`config.mk`:
```
export PLATFORM = sky130hd
export DESIGN_NAME = load_store_unit
export DESIGN_NICKNAME = d
export VERILOG_FILES = /design/src/rtl/load_store_unit.sv
export SDC_FILE = /design/constraint.sdc
export NUM_CORES = 1
export LEC_CHECK = 0
export ABC_AREA = 0
export CAP_MARGIN = 20
export CORE_MARGIN = 2
export CORE_UTILIZATION = 25
export DETAILED_ROUTE_END_ITERATION = 7
export PLACE_DENSITY = 0.53
export SLEW_MARGIN = 20
export SYNTH_ARGS = -nofsm -noshare
export SYNTH_HDL_FRONTEND = slang
export SYNTH_SLANG_ARGS = --single-unit
```
`constraint.sdc`:
```
create_clock -name clk -period 5.37 [get_ports clk]
set_input_delay 1.074 -clock clk [delete_from_list [all_inputs] [get_ports clk]]
set_output_delay 1.074 -clock clk [all_outputs]
set_load 0.02 [all_outputs]
```
`src/rtl/load_store_unit.sv`:
```
// load_store_unit: byte/halfword/word load-store front end for a single-port
// word-wide data memory. Sub-word stores are done as read-modify-write.
//
// Ports
//   clk, rst            clock, asynchronous active-high reset
//   req_valid, req_we   access request (sampled only when idle), 1 = store
//   funct3              RISC-V width code (B, H, W, BU, HU)
//   addr, wdata         byte address, right-aligned store data
//   busy                access in progress
//   rvalid, fault       one-cycle completion / rejection pulses
//   rdata               extended load result, held until the next load
//   mem_en, mem_we      data-memory enable / word write enable
//   mem_a, mem_wd       word-aligned address / write word
//   mem_rd              read word, valid at the edge ending a mem_en cycle
//
// Configuration macro: LSU_MISALIGN_TRAP_EN
//   defined   -> misaligned H/HU/SH and W/SW accesses fault
//   undefined -> low address bits below the access size are ignored
//
// state | meaning
// IDLE  | waiting for req_valid
// READ  | memory read of the addressed word (load or RMW first half)
// WRITE | memory word write
// DONE  | rvalid or fault pulse, return to IDLE

module load_store_unit #(
    parameter int unsigned MEM_WORDS = 64
) (
    input  logic        clk,
    input  logic        rst,
    input  logic        req_valid,
    input  logic        req_we,
    input  logic [2:0]  funct3,
    input  logic [31:0] addr,
    input  logic [31:0] wdata,
    output logic        busy,
    output logic        rvalid,
    output logic [31:0] rdata,
    output logic        fault,
    output logic        mem_en,
    output logic        mem_we,
    output logic [31:0] mem_a,
    output logic [31:0] mem_wd,
    input  logic [31:0] mem_rd
);

    typedef enum logic [1:0] {IDLE, READ, WRITE, DONE} state_t;

    localparam logic [32:0] MEM_BYTES = 33'(MEM_WORDS) << 2;

    state_t      state_q;
    logic        we_q;
    logic [2:0]  f3_q;
    logic [1:0]  ofs_q;
    logic [15:0] wd_lo_q;
    logic        rvalid_q, fault_q, mem_en_q, mem_we_q;
    logic [31:0] rdata_q, mem_a_q, mem_wd_q;

    logic        bad_f3, out_of_range, misalign, req_fault;
    logic [7:0]  byte_sel;
    logic [15:0] half_sel;
    logic [31:0] rdata_d, merge_d;

    assign bad_f3       = (funct3 == 3'b011) || (funct3[2:1] == 2'b11);
    assign out_of_range = {1'b0, addr} >= MEM_BYTES;

`ifdef LSU_MISALIGN_TRAP_EN
    assign misalign = ((funct3[1:0] == 2'b01) && addr[0]) ||
                      ((funct3[1:0] == 2'b10) && (addr[1:0] != 2'b00));
`else
    assign misalign = 1'b0;
`endif

    // Unsigned widths (funct3[2]=1) have no store encoding.
    assign req_fault = bad_f3 || (req_we && funct3[2]) || out_of_range || misalign;

    always_comb begin
        byte_sel = 8'h00;
        case (ofs_q)
            2'd0:    byte_sel = mem_rd[7:0];
            2'd1:    byte_sel = mem_rd[15:8];
            2'd2:    byte_sel = mem_rd[23:16];
            default: byte_sel = mem_rd[31:24];
        endcase
        half_sel = ofs_q[1] ? mem_rd[31:16] : mem_rd[15:0];

        rdata_d = mem_rd;
        case (f3_q)
            3'b000:  rdata_d = {{24{byte_sel[7]}}, byte_sel};
            3'b100:  rdata_d = {24'h000000, byte_sel};
            3'b001:  rdata_d = {{16{half_sel[15]}}, half_sel};
            3'b101:  rdata_d = {16'h0000, half_sel};
            default: rdata_d = mem_rd;
        endcase

        merge_d = mem_rd;
        if (f3_q[1:0] == 2'b00) begin
            merge_d[{ofs_q, 3'b000} +: 8] = wd_lo_q[7:0];
        end else if (ofs_q[1]) begin
            merge_d[31:16] = wd_lo_q;
        end else begin
            merge_d[15:0] = wd_lo_q;
        end
    end

    always_ff @(posedge clk or posedge rst) begin
        if (rst) begin
            state_q  <= IDLE;
            we_q     <= 1'b0;
            f3_q     <= 3'b000;
            ofs_q    <= 2'b00;
            wd_lo_q  <= 16'h0000;
            rvalid_q <= 1'b0;
            fault_q  <= 1'b0;
            mem_en_q <= 1'b0;
            mem_we_q <= 1'b0;
            rdata_q  <= 32'h0;
            mem_a_q  <= 32'h0;
            mem_wd_q <= 32'h0;
        end else begin
            rvalid_q <= 1'b0;
            fault_q  <= 1'b0;
            case (state_q)
                IDLE: begin
                    if (req_valid) begin
                        we_q    <= req_we;
                        f3_q    <= funct3;
                        ofs_q   <= addr[1:0];
                        wd_lo_q <= wdata[15:0];
                        if (req_fault) begin
                            fault_q <= 1'b1;
                            state_q <= DONE;
                        end else begin
                            mem_a_q  <= {addr[31:2], 2'b00};
                            mem_en_q <= 1'b1;
                            if (req_we && (funct3[1:0] == 2'b10)) begin
                                mem_we_q <= 1'b1;
                                mem_wd_q <= wdata;
                                state_q  <= WRITE;
                            end else begin
                                state_q <= READ;
                            end
                        end
                    end
                end
                READ: begin
                    if (we_q) begin
                        mem_wd_q <= merge_d;
                        mem_we_q <= 1'b1;
                        state_q  <= WRITE;
                    end else begin
                        rdata_q  <= rdata_d;
                        mem_en_q <= 1'b0;
                        rvalid_q <= 1'b1;
                        state_q  <= DONE;
                    end
                end
                WRITE: begin
                    mem_en_q <= 1'b0;
                    mem_we_q <= 1'b0;
                    rvalid_q <= 1'b1;
                    state_q  <= DONE;
                end
                default: state_q <= IDLE;
            endcase
        end
    end

    assign busy   = (state_q != IDLE);
    assign rvalid = rvalid_q;
    assign fault  = fault_q;
    assign rdata  = rdata_q;
    assign mem_en = mem_en_q;
    assign mem_we = mem_we_q;
    assign mem_a  = mem_a_q;
    assign mem_wd = mem_wd_q;

endmodule
```
; ---- Yosys cells after proc, flatten, opt, wreduce, memory -nomap -nowiden
; Index checks and enable logic that the tools add are counted.
; W data, S select, Z words.
[classes]
add_sub_neg = 1
magnitude_cmp = 1
eq_ne = 15
shifts = 2
n_mux = 31
bitwise = 2
reduce_logical = 18
[op_table]
columns = op, n
row1 = $mux W32, 5
row2 = $pmux W32 S4, 1
row3 = $pmux W32 S2, 1
row4 = $mux W16, 3
row5 = $bwmux W32, 1
row6 = $ge A32 B9 Y1 const B, 1
row7 = $shift A8 B7 Y32 const A, 1
row8 = $shiftx A8 B7 Y32, 1
row9 = $pmux W8 S3, 1
row10 = $mux W1, 12
row11 = $ne A2 B2 Y1 const B, 5
row12 = $reduce_and A5 Y1, 2
row13 = $eq A2 B2 Y1 const B, 4
row14 = $neg A5 Y7, 1
row15 = $eq A3 B3 Y1 const B, 2
row16 = $logic_not A2 Y1, 3
row17 = $mux W2, 3
row18 = $pmux W1 S3, 2
row19 = $pmux W2 S3, 1
row20 = $eq A2 B1 Y1 const B, 2
row21 = $reduce_and A2 Y1, 2
row22 = $reduce_and A4 Y1, 1
row23 = $reduce_bool A2 Y1, 2
row24 = $eq A3 B1 Y1 const B, 1
row25 = other kinds (8), 12
[word_totals]
ff_bits = 122
in_bits = 103
output_inout_bits = 101
wordCells = 82

; ---- Longest topological paths before layout
; Gate-level depths: netlist (run 1).
[depth]
ltp_word = 7
ltp_mapped = 10
mapped_depth_nobuf = 6

; ---- Worst setup path before layout (run 1)
; OpenSTA, ideal clock, no wires.
[synth_path]
path_kind = input-to-reg
from = input addr[29]
to = register mem_a_q[2] (netlist: mem_a[2])
setup_ps = 125
arrival_time_ps = 2306
path_slack_ps = 2939
path_stages = 5
n_path_buf = 1
path_cell_list = nor4_2 nand4_2 nor3_2 buf_4 mux2_2
[synth_via]
elab_chain_cells = 4
[synth_lines]
columns = element, line
row1 = "start, declared", 34  ; input logic [31:0] addr,
row2 = $ge A32 B9 Y1, 65  ; assign out_of_range = {1'b0, addr} >= MEM_BYTES;
row3 = $logic_or A1 B1 Y1, 75  ; assign req_fault = bad_f3 || (req_we && funct3[2]) || out_of_range || misalign;
row4 = $not A1 Y1 (no source line), -
row5 = $reduce_and A3 Y1 (no source line), -
row6 = "end signal, assigned", 134  ; mem_a_q <= {addr[31:2], 2'b00};
row7 = "end, declared", 57  ; logic [31:0] rdata_q, mem_a_q, mem_wd_q;
; No other way between the ends.
; A chain may end at the register's enable or synchronous reset.

; ---- Worst setup path after layout (run 1)
[layout_path]
from = register ofs_q[1]
to = register rdata_q[22] (netlist: rdata[22])
[layout_via]
elab_chain_cells = 3
[layout_lines]
columns = element, line
row1 = "start, declared", 54  ; logic [1:0] ofs_q;
row2 = "start signal, assigned", 128  ; ofs_q <= addr[1:0];
row3 = $eq A2 B2 Y1 (tied with other cells), 79  ; case (ofs_q)
row4 = $pmux W8 S3, 79
row5 = $pmux W32 S4 (*), 88  ; case (f3_q)
row6 = "end signal, assigned", 152  ; rdata_q <= rdata_d;
row7 = "end, declared", 57
; Every way passes the cells marked *; elsewhere a longest branch is shown, timed or not.

==> run summary, run 1 <==
0 antenna diodes ended up in the layout. The most used flip-flop cell after synthesis is dfrtp_1. The buffering stage count on the worst path with inverters included came out at 2. Traced cell by cell, the critical path runs through buf_4 -> inv_1 -> ha_1 -> a222oi_1 -> a211oi_1 -> o21ai_2 -> a21oi_1. The maximum VDD drop came out at 0.0002875 V. The worst-case clock skew is 0.01652 ns.

The share of cells above drive strength 1 is 8.889%. The final clock period utilization by the worst path came out at 62.86%. The floorplan core area came out at 25980 µm². The number of top-level design ports is 204.

Dividing total power by cell area gives a power density of 565.0 nW/µm². The cell at the root of the clock tree is clkbuf_16. The clock latency on the worst-skew pair is 0.43 ns.

The number of warnings printed during yosys synthesis came out at 0. The row count came out at 59. The post-CTS setup repair buffer count came out at 0.

The final number of max-transition violations came out at 0. The detail-routed via count per cell is 5.029. The antenna violation net count after detailed routing is 0.

Synthesis handed over a netlist of 664 instances. The number of DRC markers in iteration 0 came out at 445. The H-tree generated during clock tree synthesis spans 4 levels.

Counting every sink on the clock net gives 122. The total iterations of the first detailed-routing run came out at 7. The final routed DRC violation total came out at 0. The worst hold path belongs to the class reg2reg. TritonCTS built the clock tree. For hold timing, the worst endpoint is rdata[7]. In this run the critical register-to-register path is captured at rdata[22]. After clock tree synthesis, the flow added hold-fix buffers numbering 0. The starting density of the core came out at 25.33%.

The y dimension of the die is 166.3 µm. The total CTS buffers came out at 17. The synthesized design spends more area on one cell type than any other, namely dfrtp_1. The number of synthesized flops with an enable pin is 0. The number of antenna violations at the first check in global routing is 0. The number of failing setup endpoints in the final timing report came out at 0. In the final layout, the multi-input gates occupy 3126 µm².

The cell internal power dissipation came out at 3.058 mW. STA puts the critical path data required time at 5.63 ns. The largest individual stage delay along the critical path comes from the cell o21ai_2.

Cells fill 36.34% of the core in the end. The largest buffer count on any clock path came out at 2. The worst pin sits at a relative slew slack of 34.54%.

Of all nets on the critical path, the largest fanout is 37. The detailed router placed 5984 vias in this run. STA classifies the critical path startpoint as a flop. For this run, the top clock speed supported by timing is 0.2963 GHz.

The overall overflow remaining after global route came out at 0. The die extent in x is 166.3 µm. The fraction of power spent switching nets came out at 42.67%. At the end of routability-driven placement, the weighted congestion stood at 0.7975.

In this run, post-CTS repair resized a total of 0 instances. The number of hold-slack violations in the final timing report came out at 0. On the critical path the largest part of the delay comes from compound AO/OA/AOI/OAI gates. The power share of the sequential group is 28.9%. The HPWL after detailed placement is 17660 µm.

Data on the critical path arrives at its endpoint at 3.64 ns. The number of different library cells in the post-synthesis netlist came out at 55. The worst stage delay on the critical path came out at 0.68 ns.

The static leakage is 4.050 nW. The accumulated negative setup slack came out at 0 ns. The count of placed standard cells in the final layout, fillers left out is 1190. The number of global-route vias before repair is 5979. The most critical setup path has its startpoint at ofs_q[1].

The wire length per cell is 20.41 µm. For flop-to-flop paths, the worst setup slack is 1.99 ns. Max-cap violations in this run came to 0.

The share of Yosys cell area claimed by the top area cell type came out at 46.38%. The post-synthesis instance area came out at 6583 µm². The power after layout came out at 5.335 mW. Leaving out fill and tap cells, the most frequent cell in the layout is clkdlybuf4s50_1. Of the total power, the clock network draws 21.0%.

The transition time at the pin with the least slew margin came out at 0.9809 ns. The type of the setup path with the least slack is reg2reg. The worst min-delay path startpoint is rdata[7]. After detailed routing, the total wire length is 24290 µm. Clock-pin slew was measured on the worst setup and hold paths at 0.06 ns.

The wire length of the first global-routing pass is 36720 µm. Of the total power, combinational logic draws 50.1%. The number of buffers added on ports came out at 201.

By area the synthesized netlist is led by dfrtp_1 46%, a21oi_1 5.3%, mux2i_1 5.2%. The proportion of synthesized chip area in sequential cells is 46.38%. The power dissipated by switching net loads is 2.277 mW. The clock period minus final worst setup slack came out at 3.375 ns. The run finished with clean final reports. The proportion of register bits with asynchronous set or reset after synthesis came out at 100.0%. Setup repair after global routing left no endpoint under its margin. The number of fill cells came out at 2597. The post-placement cell count is 1158. The area of the die is 27640 µm². The total of flip-flops plus latches after synthesis came out at 122. The worst register-to-register path begins at ofs_q[1]. The final net count is 955. The mean area per synthesized cell is 9.913 µm². In the layout the commonest cells are 201 x clkdlybuf4s50_1, 122 x dfrtp_1, 71 x nor2_1.

The total routing resource utilization after global routing came out at 17.22%. The instance count along the most critical hold path is 2. The area used by sequential logic in the layout is 3053 µm². The area growth from synthesis to layout is 43.45%. STA classifies the critical path endpoint as a flop.

The maximum number of pins on one net before global-route repair is 70. The worst-case hold slack came out at 0.4795 ns. The worst register-to-register path has a depth of 7.
## routing by layer
metal  vias up  track usage (%)  part of all wire [%]
li1       2795                -                     -
met1      2932            22.79                    45
met2       235            27.48                    47
met3        22            5.267                   7.0
met4         0            4.498                   1.4
met5         -                0                     0
## cells in the mapped netlist, types with 3 or more instances
master	number
dfrtp_1	122
nor2_1	72
a21oi_1	70
inv_1	48
mux2i_1	34
clkbuf_1	28
nor2b_1	27
nand2_1	23
o21ai_0	21
mux2_2	18
a221o_1	16
a22o_1	16
a22oi_1	16
a32o_1	16
o221ai_1	16
buf_2	14
nand2b_1	11
ha_1	10
a221oi_1	8
a222oi_1	8
o211ai_1	8
buf_4	6
buf_1	5
nor4_2	5
o21a_1	4
a211oi_1	3
a31oi_1	3
nor3_1	3
nor3b_1	3
## worst min-delay path, cell delays in order (launching register included)
cell and delay, ns:
dfrtp_1 0.34, nand2_1 0.04, o21ai_0 0.06
## cells by family after synthesis
kind of cell	synth area share, %
AOI/OAI and AO/OA	24.08
adders and majority gates	1.901
buffers and inverters	6.539
DFF	46.38
muxes	8.249
other	0.05697
and+or+nand+nor	12.79
## worst max path at each step
stage          depth (start not counted)        end
3_3_place_gp                           5   mem_a[2]
5_1_grt                                7  rdata[17]
3_5_place_dp                           5   mem_a[2]
2_1_floorplan                          1    f3_q[0]
6_report                               7  rdata[22]
4_1_cts                                7  rdata[22]
## layout make-up
| class | count | share of cell area, % |
|---|---|---|
| flip-flops and latches | 122 | 32.33 |
| well taps | 335 | 4.439 |
| multi-input cells | 441 | 33.10 |
| inverters | 48 | 1.935 |
| clock inverters | 14 | 1.471 |
| repair buffers | 212 | 22.18 |
| clock buffers | 18 | 4.545 |
## through the flow
step	instance area, µm²	setup WS, ns
after floorplan	6586	1.053
after global placement	8875	1.999
after detailed placement	8875	1.943
after CTS	9443	2.021
after global routing	9443	1.698
final	9443	1.995
## power groups by stage
stage / clock, mW / combinational, mW / sequential, mW
after CTS: 1.15 / 2.69 / 1.54
after global routing: 1.19 / 2.91 / 1.59
after global placement: 0 / 2.66 / 1.55
final: 1.12 / 2.67 / 1.54
after detailed placement: 0 / 2.68 / 1.55
after floorplan: 0 / 1.43 / 1.75
## state kept, by name (all words and copies together), names as in the netlist, 2 cells and up
signal   cells
mem_a       30
mem_wd      32
wd_lo_q     16
ofs_q        2
f3_q         3
state_q      2
rdata       32
Power figures use the tool's default switching activity.
==> run 2: changes to the inputs <==
- PLACE_DENSITY: 0.53 -> 0.55
- clock period: 5.37 -> 2.8 ns (I/O delays scaled with it)
==> run 2 against run 1 <==
  * Design area rose by 2.9%
  * Worst hold slack better by 0.015 ns
  * Cell count is 1.6% higher
  * Clock-buffer cell count unchanged
  * Via count rose by 2.7%
  * Sequential share of layout area fell by 0.90 points
  * Global-route usage is 0.43 points higher
  * Critical path type unchanged
  * Largest power group unchanged
  * Highest routed layer unchanged
==> run summary, run 2 (synthesis results as in run 1) <==
The run finished with clean final reports. Leaving out fill and tap cells, the most frequent cells in the layout are 201 x clkdlybuf4s50_1, 122 x dfrtp_1, 72 x nor2_1. The worst-path maximum fanout came out at 12.

Power spread over the standard cell area amounts to 1095 nW/µm². The number of hold-slack violations in the final timing report is 0. The type of the setup path with the least slack is reg2reg. The die covers 27640 µm². Across the run, the number of max-cap violations was 0. The startpoint identified for the worst hold timing path is mem_wd[22]. After floorplanning, the core was divided into 59 placement rows. The clock latency on the worst-skew pair is 0.43 ns. The wire length per cell came out at 20.21 µm. For this run, design rule violations remaining after detail routing come to 0. The routed layout has 6146 vias.

Global routing finished with a remaining overflow of 0. The post-placement setup slack came out at 0.05703 ns. The die extent in x came out at 166.3 µm. The final clock period utilization by the worst path is 88.44%. For this design the static power due to leakage is 4.200 nW. The antenna cell count is 0.

In this run, the combinational gates consume 49.5% of the power. Data on the critical path arrives at its endpoint at 2.81 ns. The floorplan core area is 25980 µm². The H-tree generated during clock tree synthesis spans 4 levels.

The accumulated negative setup slack is 0 ns. The worst register-to-register path begins at ofs_q[1]. Clock-pin slew was measured on the worst setup and hold paths at 0.06 ns. The number of top-level design ports came out at 204. In the final layout, the share of cells above drive strength 1 is 10.76%.

The clock network accounts for 23.0% of the total power. The number of buffers added to fix hold violations after cts is 0. The tightest slew margin relative to the limit came out at 53.66%. The wire length of the first global-routing pass came out at 37410 µm.

The detail-routed via count per cell came out at 5.084. The total iterations of the first detailed-routing run came out at 5. The number of global-route vias before repair was 6143.

The number of buffers added on ports is 201. The library cell used most frequently in the layout, excluding fill and tap cells, is clkdlybuf4s50_1. On the worst path, the slowest cell contributes a delay of 0.57 ns. The final number of max-transition violations came out at 0. The TritonCTS clock tree is built. The synthesis-to-finish area growth came out at 47.58%.

The worst-case clock skew is 0.01515 ns. The required time of the worst setup path came out at 3.13 ns. The clock period minus final worst setup slack came out at 2.476 ns. The number of failing setup endpoints in the final timing report is 0. Post-CTS timing repair inserted 0 buffers for setup. The largest buffer count on any clock path came out at 2.

STA classifies the critical path endpoint as a flop. The post-cts sizing count came out at 0. Buffers inserted during clock tree synthesis total 17. The signal on the critical path passes through inv_1 -> ha_1 -> a222oi_1 -> a2111o_1 -> nor3b_1 -> a311oi_2. The sort of element at the start of the critical path is a flop. The fraction of power spent switching nets is 40.64%.

The maximum VDD drop came out at 0.0005017 V. The die is 166.3 µm tall. The buffering stage count on the worst path with inverters included came out at 1. The highest achievable clock rate is 0.4038 GHz. The path class of the tightest hold or removal check is reg2reg. The routed wire length came out at 24440 µm. Among cell families on the critical path, the largest total delay comes from compound AO/OA/AOI/OAI gates. The power dissipated by switching net loads is 4.324 mW. The smallest setup slack after layout came out at 0.3236 ns.

CTS placed an instance of clkbuf_16 at the clock tree root. The count of nets left with antenna violations once routing finished came out at 0. The starting density of the core came out at 25.33%. Setup repair after global routing left no endpoint under its margin. The HPWL after detailed placement is 18250 µm. The number of DRC markers in iteration 0 came out at 420. The total routing resource utilization after global routing came out at 17.66%. The number of antenna violations at the first check in global routing came to 0.

Internal power comes to 6.315 mW. The maximum number of pins on one net before global-route repair is 55. The final net count came out at 974.

The number of clock sinks seen by CTS is 122. The most critical setup path has its startpoint at ofs_q[1]. On the critical path, the stage with the largest delay is an instance of a2111o_1. For the pin with the worst max-slew slack, the measured transition is 0.6950 ns. The power share of the sequential group is 27.5%. The last weighted congestion value of the routability-driven placer is 0.8767.
[run 2: cell types whose count changed in the layout (fill, tap and decap cells not counted), moves of 3 or more]
cell and delta:
buf_4 +15, inv_6 -3, bufinv_16 +4, buf_12 +4
[run 2: power by group through the flow]
| stage | Combinational (mW) | Sequential (mW) | Clock, mW |
|---|---|---|---|
| after floorplan | 2.75 | 3.36 | 0 |
| after global placement | 5.24 | 2.95 | 0 |
| after detailed placement | 5.27 | 2.94 | 0 |
| after CTS | 5.29 | 2.93 | 2.50 |
| after global routing | 5.71 | 3.02 | 2.58 |
| final | 5.26 | 2.93 | 2.45 |
[run 2: path summary, 6_finish.rpt]
check	to	slack (ns)	cells after the start
min in group asynchronous	mem_wd[6]	0.61	3
worst max register to register	rdata[15]	0.32	6
max in group asynchronous	rdata[6]	1.85	3
worst max-delay path	rdata[15]	0.32	6
worst min-delay path	mem_wd[22]	0.50	1
worst min register to register	mem_wd[22]	0.50	1
[run 2: metal layers]
layer | share of wire [%] | GRT usage [%]
met5 | 0 | 0
met4 | 1.5 | 4.573
met3 | 7.1 | 4.647
met2 | 47 | 27.95
met1 | 45 | 24.04
[run 2: layout make-up]
class                      count  area (µm²)
fill                        2615       16270
multi-input combinational    441        3123
sequential                   122        3053
timing repair buffer         231        2287
clock buffer                  18       429.2
tap                          335       419.2
clock inverter                14       219.0
inverter                      48       183.9
[run 2: through the flow]
step           instances  instance area [µm²]  utilization, %  power, mW  hold slack [ns]
2_1_floorplan        665                 6590               -      6.107           0.5023
3_3_place_gp        1177                 9066           34.89      8.183           0.4732
4_1_cts             1209                 9714           37.38      10.72           0.4963
3_5_place_dp        1177                 9066           34.89      8.212           0.4827
6_report            1209                 9714           37.38      10.64           0.4950
5_1_grt             1209                 9714           37.38      11.31           0.5162
==> run 3: changes to the inputs <==
- CTS_BUF_LIST: not set -> sky130_fd_sc_hd__clkbuf_4
==> run 3 against run 2 <==
  * The flow now finishes with violations (DRC)
  * Utilization down 1.1 points
  * Global-route usage down 0.12 points
  * Critical path depth down 2
  * Die area unchanged
  * Worst hold slack worse by 0.058 ns
==> run summary, run 3 (synthesis results as in run 1) <==
The capturing point of the worst reg2reg path is rdata[15]. Data on the critical path arrives at its endpoint at 2.04 ns. In this design, the critical path's most frequently occurring cell is inv_1. The y dimension of the die came out at 166.3 µm.

The final number of max-transition violations was 0. The accumulated negative setup slack is 0 ns. The clock transition time at the flip-flop clock pins of the worst setup and hold paths came out at 0.13 ns. The HPWL after detailed placement came out at 18250 µm. STA classifies the critical path startpoint as a flop. The signal on the critical path passes through inv_1 -> ha_1 -> inv_1 -> clkdlybuf4s50_1.

The maximum VDD drop came out at 0.0004404 V. The run finished, with violations left. Together, buffers and inverters on the worst path number 3. The synthesis-to-finish area growth came out at 43.15%.

The total CTS buffers came out at 17. In this run the tightest slew margin relative to its limit is 54.11%. The routed wire length came out at 24290 µm. Dividing the detail-routed wire length by the instance count gives 20.07 µm. The worst hold path belongs to the class in2async. The slowest cell on the critical path is clkdlybuf4s50_1.

The worst setup path is of the reg2out kind. Pin placement for this block handled 204 I/O pins. The analysis attributes to cell leakage a power of 4.072 nW. The largest buffer count on any clock path came out at 2. The leading cell type in the layout, fill and taps excluded is clkdlybuf4s50_1. The number of hold buffers added after CTS was 0. In this design, the largest share of critical-path delay is due to buffers and inverters. The starting density of the core is 25.33%. The antenna violation net count after detailed routing is 0.

The number of failing setup endpoints in the final timing report is 0. The count of max-cap constraint violations came out at 0. The floorplan core area is 25980 µm².

The power per cell area came out at 1034 nW/µm². The transition time at the pin with the least slew margin came out at 0.6884 ns. The last weighted congestion value of the routability-driven placer came out at 0.8767. Leaving out fill and tap cells, the most frequent cells in the layout are 201 x clkdlybuf4s50_1, 122 x dfrtp_1, 72 x nor2_1. The root buffer cell chosen for the clock tree is clkbuf_4. On the worst path, the slowest cell contributes a delay of 0.61 ns. The required time of the worst setup path came out at 2.24 ns.

The routed layout has 6095 vias. The die extent in x is 166.3 µm. The core utilization of the finished layout came out at 36.26%. The share of cells above drive strength 1 is 10.87%. The number of H-tree levels is 4. The area of the die is 27640 µm². The launching point of the worst reg2reg path is ofs_q[1]. The wire length of the first global-routing pass is 37120 µm. The number of antenna violations at the first check in global routing came out at 1. Setup repair after global routing left no endpoint under its margin. The slack of the worst reg-to-reg path is 0.32 ns.

TritonCTS built the clock tree. The first routing iteration left 479 violations. The total routing resource utilization after global routing is 17.54%. At the end of the flow, the number of nets in the layout was 974. The clock period minus final worst setup slack came out at 2.601 ns. The number of clock sinks seen by CTS came out at 122.

The start point of the critical path is state_q[0]. The number of hold-slack violations in the final timing report came out at 0. The number of fill cells is 2659. Once the clock tree was built, the setup fixing pass inserted 0 buffers. The worst path uses 92.88% of the clock period. The final routed DRC violation total came out at 2. The post-cts sizing count came out at 0. The detail-routed via count per cell is 5.037.

Measured in cells, the most critical reg-to-reg path has a length of 6. After floorplanning, the core was divided into 59 placement rows. The worst-path maximum fanout came out at 5. The first TritonRoute pass finished after 7 iterations. The highest achievable clock rate is 0.3845 GHz. STA classifies the critical path endpoint as an output pin.

After global routing the overflow that remains totals 0. The number of buffers added on ports came out at 201. The clock latency on the worst-skew pair is 0.58 ns.

The final reports fail on DRC. Entering global routing, the biggest net connects 55 pins. The number of global-route vias before repair was 6154. The worst-case clock skew came out at 0.02051 ns.
==> run 3: per-layer routing <==
metal	track usage [%]	share of wire (%)
met1	23.80	44
met2	27.66	46
met3	4.028	7.3
met4	5.847	2.0
met5	0	0
==> run 3: power breakdown <==
group / total, mW / switching, mW / internal, mW
Combinational: 5.27 / 2.95 / 2.31
Sequential: 2.91 / 0.508 / 2.41
Clock: 1.56 / 0.748 / 0.813
==> run 3: layout make-up <==
| cell class | instances | area, µm² | area share (%) |
|---|---|---|---|
| multi-input combinational | 441 | 3123 | 33.14 |
| sequential | 122 | 3053 | 32.40 |
| timing repair buffer | 231 | 2287 | 24.27 |
| tap | 335 | 419.2 | 4.448 |
| clock inverter | 14 | 219.0 | 2.324 |
| inverter | 48 | 183.9 | 1.952 |
| clock buffer | 18 | 135.1 | 1.434 |
| antenna | 1 | 2.502 | 0.02656 |
==> run 3: worst register-to-register path: cells and delay by family (launching register included) <==
kind | cells | cell delay [ns]
buffers and inverters | 1 | 0.24
AOI/OAI and AO/OA | 3 | 0.99
adders and majority gates | 1 | 0.45
DFF | 1 | 0.52
and+or+nand+nor | 1 | 0.20
==> run 3: worst max path at each step <==
stage / endpoint / slack [ns] / cells past startpoint
after detailed placement: mem_a[2] / 0.06 / 5
after floorplan: mem_wd[19] / 0.40 / 9
after CTS: busy / 0.15 / 4
final: busy / 0.20 / 4
after global routing: busy / 0.08 / 4
after global placement: mem_a[3] / 0.1 / 5
==> run 3: metrics by stage <==
stage	setup WS (ns)	area (µm²)	total power, mW	hold WS (ns)	std cells
after floorplan	0.4032	6590	6.107	0.5023	665
after global placement	0.09628	9066	8.183	0.4732	1177
after detailed placement	0.05703	9066	8.212	0.4827	1177
after CTS	0.1541	9420	9.830	0.4188	1209
after global routing	0.08442	9423	10.42	0.4255	1210
final	0.1993	9423	9.744	0.4367	1210
